[src/rtl/pipelined_select_addsub.sv]
// Two-stage carry/borrow-select adder-subtractor with valid/ready flow.
// Ports: clk, rst, in_valid/in_ready, a, b, op_sub, sat_en,
//        out_valid/out_ready, result, overflow, cb_out.
module pipelined_select_addsub #(
  parameter int WIDTH = 16,
  parameter int BLOCK = 2
) (
  input  logic             clk,
  input  logic             rst,
  input  logic             in_valid,
  output logic             in_ready,
  input  logic [WIDTH-1:0] a,
  input  logic [WIDTH-1:0] b,
  input  logic             op_sub,
  input  logic             sat_en,
  output logic             out_valid,
  input  logic             out_ready,
  output logic [WIDTH-1:0] result,
  output logic             overflow,
  output logic             cb_out
);
  localparam int NGRP = WIDTH / BLOCK;

  if ((WIDTH % BLOCK) != 0 || WIDTH < 2) begin : g_bad_cfg
    $error("WIDTH must be >= 2 and a multiple of BLOCK");
  end

  logic             s1_valid_d, s1_valid_q;
  logic [WIDTH-1:0] r0_d, r0_q, r1_d, r1_q;
  logic [NGRP-1:0]  cb0_d, cb0_q, cb1_d, cb1_q;
  logic             a_msb_d, a_msb_q;
  logic             b_msb_d, b_msb_q;
  logic             sub_d, sub_q;
  logic             sat_d, sat_q;

  logic             out_valid_d, out_valid_q;
  logic [WIDTH-1:0] result_d, result_q;
  logic             overflow_d, overflow_q;
  logic             cb_out_d, cb_out_q;

  logic             s2_adv;
  logic [WIDTH-1:0] bx;
  logic [BLOCK:0]   sum0, sum1;
  logic [WIDTH-1:0] raw;
  logic [WIDTH-1:0] sat_val;
  logic             c;
  logic             bm;
  logic             ovf;
  logic             cb;

  assign s2_adv   = !out_valid_q || out_ready;
  assign in_ready = !s1_valid_q || s2_adv;

  // Subtract feeds ~b; the +1 comes from the chain carry-in.
  assign bx = op_sub ? ~b : b;

  always_comb begin
    s1_valid_d = s1_valid_q;
    r0_d       = r0_q;
    r1_d       = r1_q;
    cb0_d      = cb0_q;
    cb1_d      = cb1_q;
    a_msb_d    = a_msb_q;
    b_msb_d    = b_msb_q;
    sub_d      = sub_q;
    sat_d      = sat_q;
    sum0       = '0;
    sum1       = '0;
    if (in_ready) begin
      s1_valid_d = in_valid;
    end
    // Data only loads on a real beat so idle X never enters.
    if (in_valid && in_ready) begin
      for (int g = 0; g < NGRP; g++) begin
        sum0 = {1'b0, a[g*BLOCK +: BLOCK]}
             + {1'b0, bx[g*BLOCK +: BLOCK]};
        sum1 = sum0 + (BLOCK+1)'(1);
        r0_d[g*BLOCK +: BLOCK] = sum0[BLOCK-1:0];
        r1_d[g*BLOCK +: BLOCK] = sum1[BLOCK-1:0];
        cb0_d[g] = sum0[BLOCK];
        cb1_d[g] = sum1[BLOCK];
      end
      a_msb_d = a[WIDTH-1];
      b_msb_d = b[WIDTH-1];
      sub_d   = op_sub;
      sat_d   = sat_en;
    end
  end

  always_comb begin
    c   = sub_q;
    raw = '0;
    for (int g = 0; g < NGRP; g++) begin
      raw[g*BLOCK +: BLOCK] = c ? r1_q[g*BLOCK +: BLOCK]
                                : r0_q[g*BLOCK +: BLOCK];
      c = c ? cb1_q[g] : cb0_q[g];
    end
    bm      = sub_q ? ~b_msb_q : b_msb_q;
    ovf     = (a_msb_q == bm) && (raw[WIDTH-1] != a_msb_q);
    cb      = sub_q ? !c : c;
    sat_val = a_msb_q ? {1'b1, {(WIDTH-1){1'b0}}}
                      : {1'b0, {(WIDTH-1){1'b1}}};

    out_valid_d = out_valid_q;
    result_d    = result_q;
    overflow_d  = overflow_q;
    cb_out_d    = cb_out_q;
    if (s2_adv) begin
      out_valid_d = s1_valid_q;
    end
    if (s2_adv && s1_valid_q) begin
      result_d   = (sat_q && ovf) ? sat_val : raw;
      overflow_d = ovf;
      cb_out_d   = cb;
    end
  end

  always_ff @(posedge clk) begin
    if (rst) begin
      s1_valid_q  <= 1'b0;
      r0_q        <= '0;
      r1_q        <= '0;
      cb0_q       <= '0;
      cb1_q       <= '0;
      a_msb_q     <= 1'b0;
      b_msb_q     <= 1'b0;
      sub_q       <= 1'b0;
      sat_q       <= 1'b0;
      out_valid_q <= 1'b0;
      result_q    <= '0;
      overflow_q  <= 1'b0;
      cb_out_q    <= 1'b0;
    end else begin
      s1_valid_q  <= s1_valid_d;
      r0_q        <= r0_d;
      r1_q        <= r1_d;
      cb0_q       <= cb0_d;
      cb1_q       <= cb1_d;
      a_msb_q     <= a_msb_d;
      b_msb_q     <= b_msb_d;
      sub_q       <= sub_d;
      sat_q       <= sat_d;
      out_valid_q <= out_valid_d;
      result_q    <= result_d;
      overflow_q  <= overflow_d;
      cb_out_q    <= cb_out_d;
    end
  end

  assign out_valid = out_valid_q;
  assign result    = result_q;
  assign overflow  = overflow_q;
  assign cb_out    = cb_out_q;

endmodule

[config.mk]
export PLATFORM = sky130hd
export DESIGN_NAME = pipelined_select_addsub
export DESIGN_NICKNAME = d
export VERILOG_FILES = /design/src/rtl/pipelined_select_addsub.sv
export SDC_FILE = /design/constraint.sdc
export NUM_CORES = 1
export LEC_CHECK = 0
export CAP_MARGIN = 10
export CELL_PAD_IN_SITES_DETAIL_PLACEMENT = 0
export CELL_PAD_IN_SITES_GLOBAL_PLACEMENT = 1
export CORE_AREA = 2 2 135 71
export CTS_CLUSTER_SIZE = 30
export DETAILED_ROUTE_END_ITERATION = 7
export DIE_AREA = 0 0 137 73
export PLACE_DENSITY_LB_ADDON = 0.1
export SLEW_MARGIN = 40
export SYNTH_ARGS = -nofsm -noshare
export SYNTH_HDL_FRONTEND = slang
export SYNTH_SLANG_ARGS = --single-unit
[constraint.sdc]
create_clock -name clk -period 3.95 [get_ports clk]
set_input_delay 0.79 -clock clk [delete_from_list [all_inputs] [get_ports clk]]
set_output_delay 0.79 -clock clk [all_outputs]
set_load 0.005 [all_outputs]
Word level (Yosys, flattened, before mapping)
Cells that the tools add are included.

storage, ports and cells
  flip-flop bits (word level) = 72
  input port bits = 38
  output and inout bits = 20

operators by class
  add/sub/neg operators = 16
  equality and inequality tests = 2
  mux-type cells = 21
  bitwise logic cells = 2
  reduce and logical (&&, ||, !) cells = 9

operator list
  operator             count
  $mux 16              3
  $add 2x2->3          8
  $add 3x1->3 const B  8
  $mux 2               8
  $not 16->16          1
  $mux 1               10
  $logic_and 1x1->1    4
  $logic_not 1->1      3
  $logic_or 1x1->1     2
  $eq 1x1->1           1
  $ne 1x1->1           1
  $not 1->1            1

Longest topological paths before layout
  depth after elaboration = 12
  gate-level depth with buffers = 10

Worst setup path before layout
OpenSTA, ideal clock, no wires.

  path type = register to register
  from = register sub_q
  to = register result_q[10] (netlist: result[10])
  data arrival time = 3.002 ns
  data required time = 3.871 ns
  setup slack = 0.869 ns
  cell stages (with the launch flop) = 11
  path buffers = 2
  period minus slack after synthesis = 3.081 ns
  cells stage by stage = dfxtp_1 -> buf_6 -> mux2i_4 -> mux2i_4 -> mux2i_4 -> mux2i_4 -> mux2i_4 -> mux2i_4 -> nand4_2 -> buf_4 -> o211ai_1

between the ends
  cells in the longest elaborated chain, start to end = 12
  elaborated cells on any way between the ends = 15
  classes of those cells = eq/ne (2); mux (11); reduce/logical (2)

RTL lines
  element                   line  text
  start: declaration        33    logic sub_d, sub_q;
  start signal: assignment  141   sub_q <= sub_d;
  $mux 1 (7 in a row)       96    c = c ? cb1_q[g] : cb0_q[g];
  $mux 2                    94    raw[g*BLOCK +: BLOCK] = c ? r1_q[g*BLOCK +: BLOCK]
  $ne 1x1->1                99    ovf = (a_msb_q == bm) && (raw[WIDTH-1] != a_msb_q);
  $logic_and 1x1->1         99
  $logic_and 1x1->1         112   result_d = (sat_q && ovf) ? sat_val : raw;
  $mux 16 *                 112
  end signal: assignment    144   result_q <= result_d;
  end: declaration          37    logic [WIDTH-1:0] result_d, result_q;

Mark *: on every way between the ends. The rest lies on a longest branch, timed or not.
A chain may end at the register's enable or synchronous reset.

Worst setup path after layout
  from = register sub_q
  to = register result_q[3] (netlist: result[3])

Same word-level chain as after synthesis.

==> qor.yml <==
logic_synthesis:
  yosys-top-cells-count: "92 x nand2_1, 72 x dfxtp_1, 40 x a21oi_1"
  ys_ff_latch: 72
  netlist_instances: 376
  yosysMostFrequentCell: "nand2_1"
  synth_ff_type: "dfxtp_1"
  synth_top_area_share_pct: 41.5
  async_flop_share_pct: 0
  yosysSeqAreaShare_pct: 41.5
  synth_top_area_cell: "dfxtp_1"
  synth_warnings: 0
  synth-edff-count: 0
  synth.area.top_cells: "dfxtp_1 42%, nand2_1 9.9%, mux2i_1 6.3%"
  synth_nets: 438
  ys_types: 32
  netlist_area_mm2: 0.00347
  avgSynthCellArea_um2: 9.23
pwr:
  seqPwrFrac_pct: 41.8
  p_comb_share_pct: 18.9
  vdd_drop_max_v: 0.000215
  switchingPower_uw: 528
  swShare_pct: 26.5
  p_leak_uw: 0.00174
  powerDensity_mw_per_mm2: 449
  pwr-share-clk_pct: 39.3
  p_int_uw: 1460
clock_tree:
  post_cts_resized: 0
  cts_tree: "built"
  cts_setup_buffers: 0
  clk_path_buf_depth: 2
  clk_pin_slew_ns: 0.06
  cts_root_buf: "clkbuf_16"
  clock_sinks: 72
  clk-insertion-delay-late_ns: 0.33
  numCtsBuffers: 9
  holdBufCountCts: 0
  htreeDepth: 3
min_path:
  whs_path_depth: 2
  hold_start: "r1_q[7]$_SDFFE_PP0P_"
  whs_endpoint: "r1_q[7]$_SDFFE_PP0P_"
  hold_class: "flip-flop to flip-flop"
critical_path:
  cp_cell_sequence: "mux2i_4 -> mux2i_4 -> mux2i_4 -> mux2i_4 -> mux2i_4 -> mux2i_4 -> nand4_2 -> o211ai_1"
  cpMostUsedCell: "mux2i_4"
  r2r_setup_slack_ns: 0.52
  required_ns: 4.20
  cp_num_buf_inv: 0
  crit_type: "flip-flop to flip-flop"
  end_kind: "flip-flop"
  max_stage_delay_ns: 0.43
  arrival_ns: 3.68
  path_max_fanout: 14
  cp_slowest_cell: "mux2i_4"
  start_kind: "flip-flop"
  r2r_cells: 8
  cp_top_family: "multiplexers"
  r2r-start: "sub_q$_SDFFE_PP0P_"
  reg2reg_to: "result[3]$_SDFFE_PP0P_"
drt:
  vias: 2691
  top_layer: "met4"
  wl_met3_um: 506
  drt-pass1-iter-count: 4
  drc_errors: 0
  ant_nets: 0
  drt_iter0_markers: 137
  viasPerCell: 4.88
  routedLengthMet1_um: 4560
  route.met2.wl_um: 3020
  wl_um: 8120
  wire_per_inst_um: 14.7
placed_design:
  post_dp_cell_area_mm2: 0.00414
  routabilityCongestion: 0.744
  portBuffers: 57
  dp_hpwl_um: 5800
timing:
  fin_crit_ns: 3.43
  relSlewSlack_pct: 57.8
  tns_ns: 0
  setup_viol: 0
  final_hold_viol_count: 0
  clock_skew_ns: 0.00441
  rsz0062_at_grt: "false"
  drv_slew: 0
  tightest_slew_ns: 0.633
  fmax_mhz: 291
  min_period_over_period_pct: 86.9
floorplanning:
  die_x_um: 137
  placeableCoreArea_mm2: 0.00901
  start_util_pct: 38.5
  num_io_pins: 58
  dieArea_mm2: 0.0100
  rows: 25
  die_h_um: 73
layout:
  final_net_count: 489
  antenna_cells: 0
  stdcell_area_mm2: 0.00443
  area_delta_synth_final_pct: 27.6
  drive_gt1_share_pct: 7.19
  fillCellCount: 866
job:
  cap_violations: 0
global_route:
  grt_usage_pct: 17.6
  grt_pass1_vias: 2503
  grt_pass1_wl_um: 13100
  overflow: 0
  grt_start_max_net_pins: 58
  antenna_found_initial: 0
outcome:
  status: "finished clean"
==> state kept, by name (all words and copies together), names as in the netlist, 8 cells and up <==
| signal | flops |
|---|---|
| r0_q | 16 |
| cb0_q | 8 |
| cb1_q | 8 |
| result | 16 |
| r1_q | 16 |
==> area by class of cell <==
| class | count | area, um^2 | share of cell area [%] |
|---|---|---|---|
| inverters | 1 | 3.75 | 0.0847 |
| flip-flops and latches | 72 | 1440 | 32.5 |
| well taps | 121 | 151 | 3.42 |
| clock inverters | 5 | 58.8 | 1.33 |
| clock buffers | 10 | 229 | 5.17 |
| repair buffers | 63 | 623 | 14.1 |
| multi-input cells | 280 | 1920 | 43.4 |
==> layer usage <==
layer | global-route usage (%) | vias up
li1 | - | 1382
met1 | 27.5 | 1239
met2 | 22.8 | 65
met3 | 5.49 | 5
met4 | 4.12 | 0
met5 | 0 | -
==> kinds of logic (layout without fill, tap and decap cells) <==
family | Yosys count | count (layout) | share of synthesized area [%]
buffers and inverters | 24 | 79 | 3.14
multiplexers | 28 | 28 | 10.2
AND/OR/NAND/NOR | 128 | 128 | 15.1
AO/OA/AOI/OAI | 75 | 75 | 13.3
XOR/XNOR | 25 | 25 | 6.31
adder cells (fa/ha/maj) | 24 | 24 | 10.4
flip-flops | 72 | 72 | 41.5
==> power by group through the flow <==
stage          Combinational (uW)  Clock, uW  Sequential (uW)
2_1_floorplan                 257          0              836
3_3_place_gp                  372          0              849
3_5_place_dp                  377          0              849
4_1_cts                       381        801              833
5_1_grt                       424        833              840
6_report                      376        781              833
==> worst max-delay path by stage <==
stage                               to               start  depth (start not counted)  slack (ns)
2_1_floorplan  result[10]$_SDFFE_PP0P_  sub_q$_SDFFE_PP0P_                         10        0.87
3_3_place_gp    result[1]$_SDFFE_PP0P_  sub_q$_SDFFE_PP0P_                          8        0.62
3_5_place_dp    result[3]$_SDFFE_PP0P_  sub_q$_SDFFE_PP0P_                          8        0.50
4_1_cts         result[3]$_SDFFE_PP0P_  sub_q$_SDFFE_PP0P_                          8        0.48
5_1_grt         result[8]$_SDFFE_PP0P_  sub_q$_SDFFE_PP0P_                          8        0.24
6_report        result[3]$_SDFFE_PP0P_  sub_q$_SDFFE_PP0P_                          8        0.52
==> cell usage in the layout, fill, tap and decap left out, types with 2 or more instances in the layout <==
master	instances
xor2_1	17
o21ai_0	7
clkdlybuf4s50_1	56
a211oi_1	9
nor2b_1	3
clkinvlp_4	2
fa_1	8
clkbuf_16	9
nor2_1	23
nand4b_1	2
o211ai_1	13
buf_4	5
xnor2_1	8
mux2i_4	6
mux2i_1	22
ha_1	16
nand2b_1	2
nand2_1	92
a21oi_1	40
dfxtp_1	72
==> worst min-delay path: cells and delay by family (launching register included) <==
family	cells	cell delay [ns]
flip-flops	1	0.31
AO/OA/AOI/OAI	1	0.05
AND/OR/NAND/NOR	1	0.05
==> per-stage QoR <==
step                util, %  std cells  setup slack (ns)  hold WS (ns)  power (uW)
detailed placement     46.0        537             0.500         0.449        1230
finish                 49.2        552             0.516         0.454        1990
global placement       46.0        537             0.615         0.443        1220
floorplan                 -        376             0.869         0.436        1090
global route           49.2        552             0.243         0.479        2100
CTS                    49.2        552             0.475         0.456        2020
(Power assumes the default switching activity.)
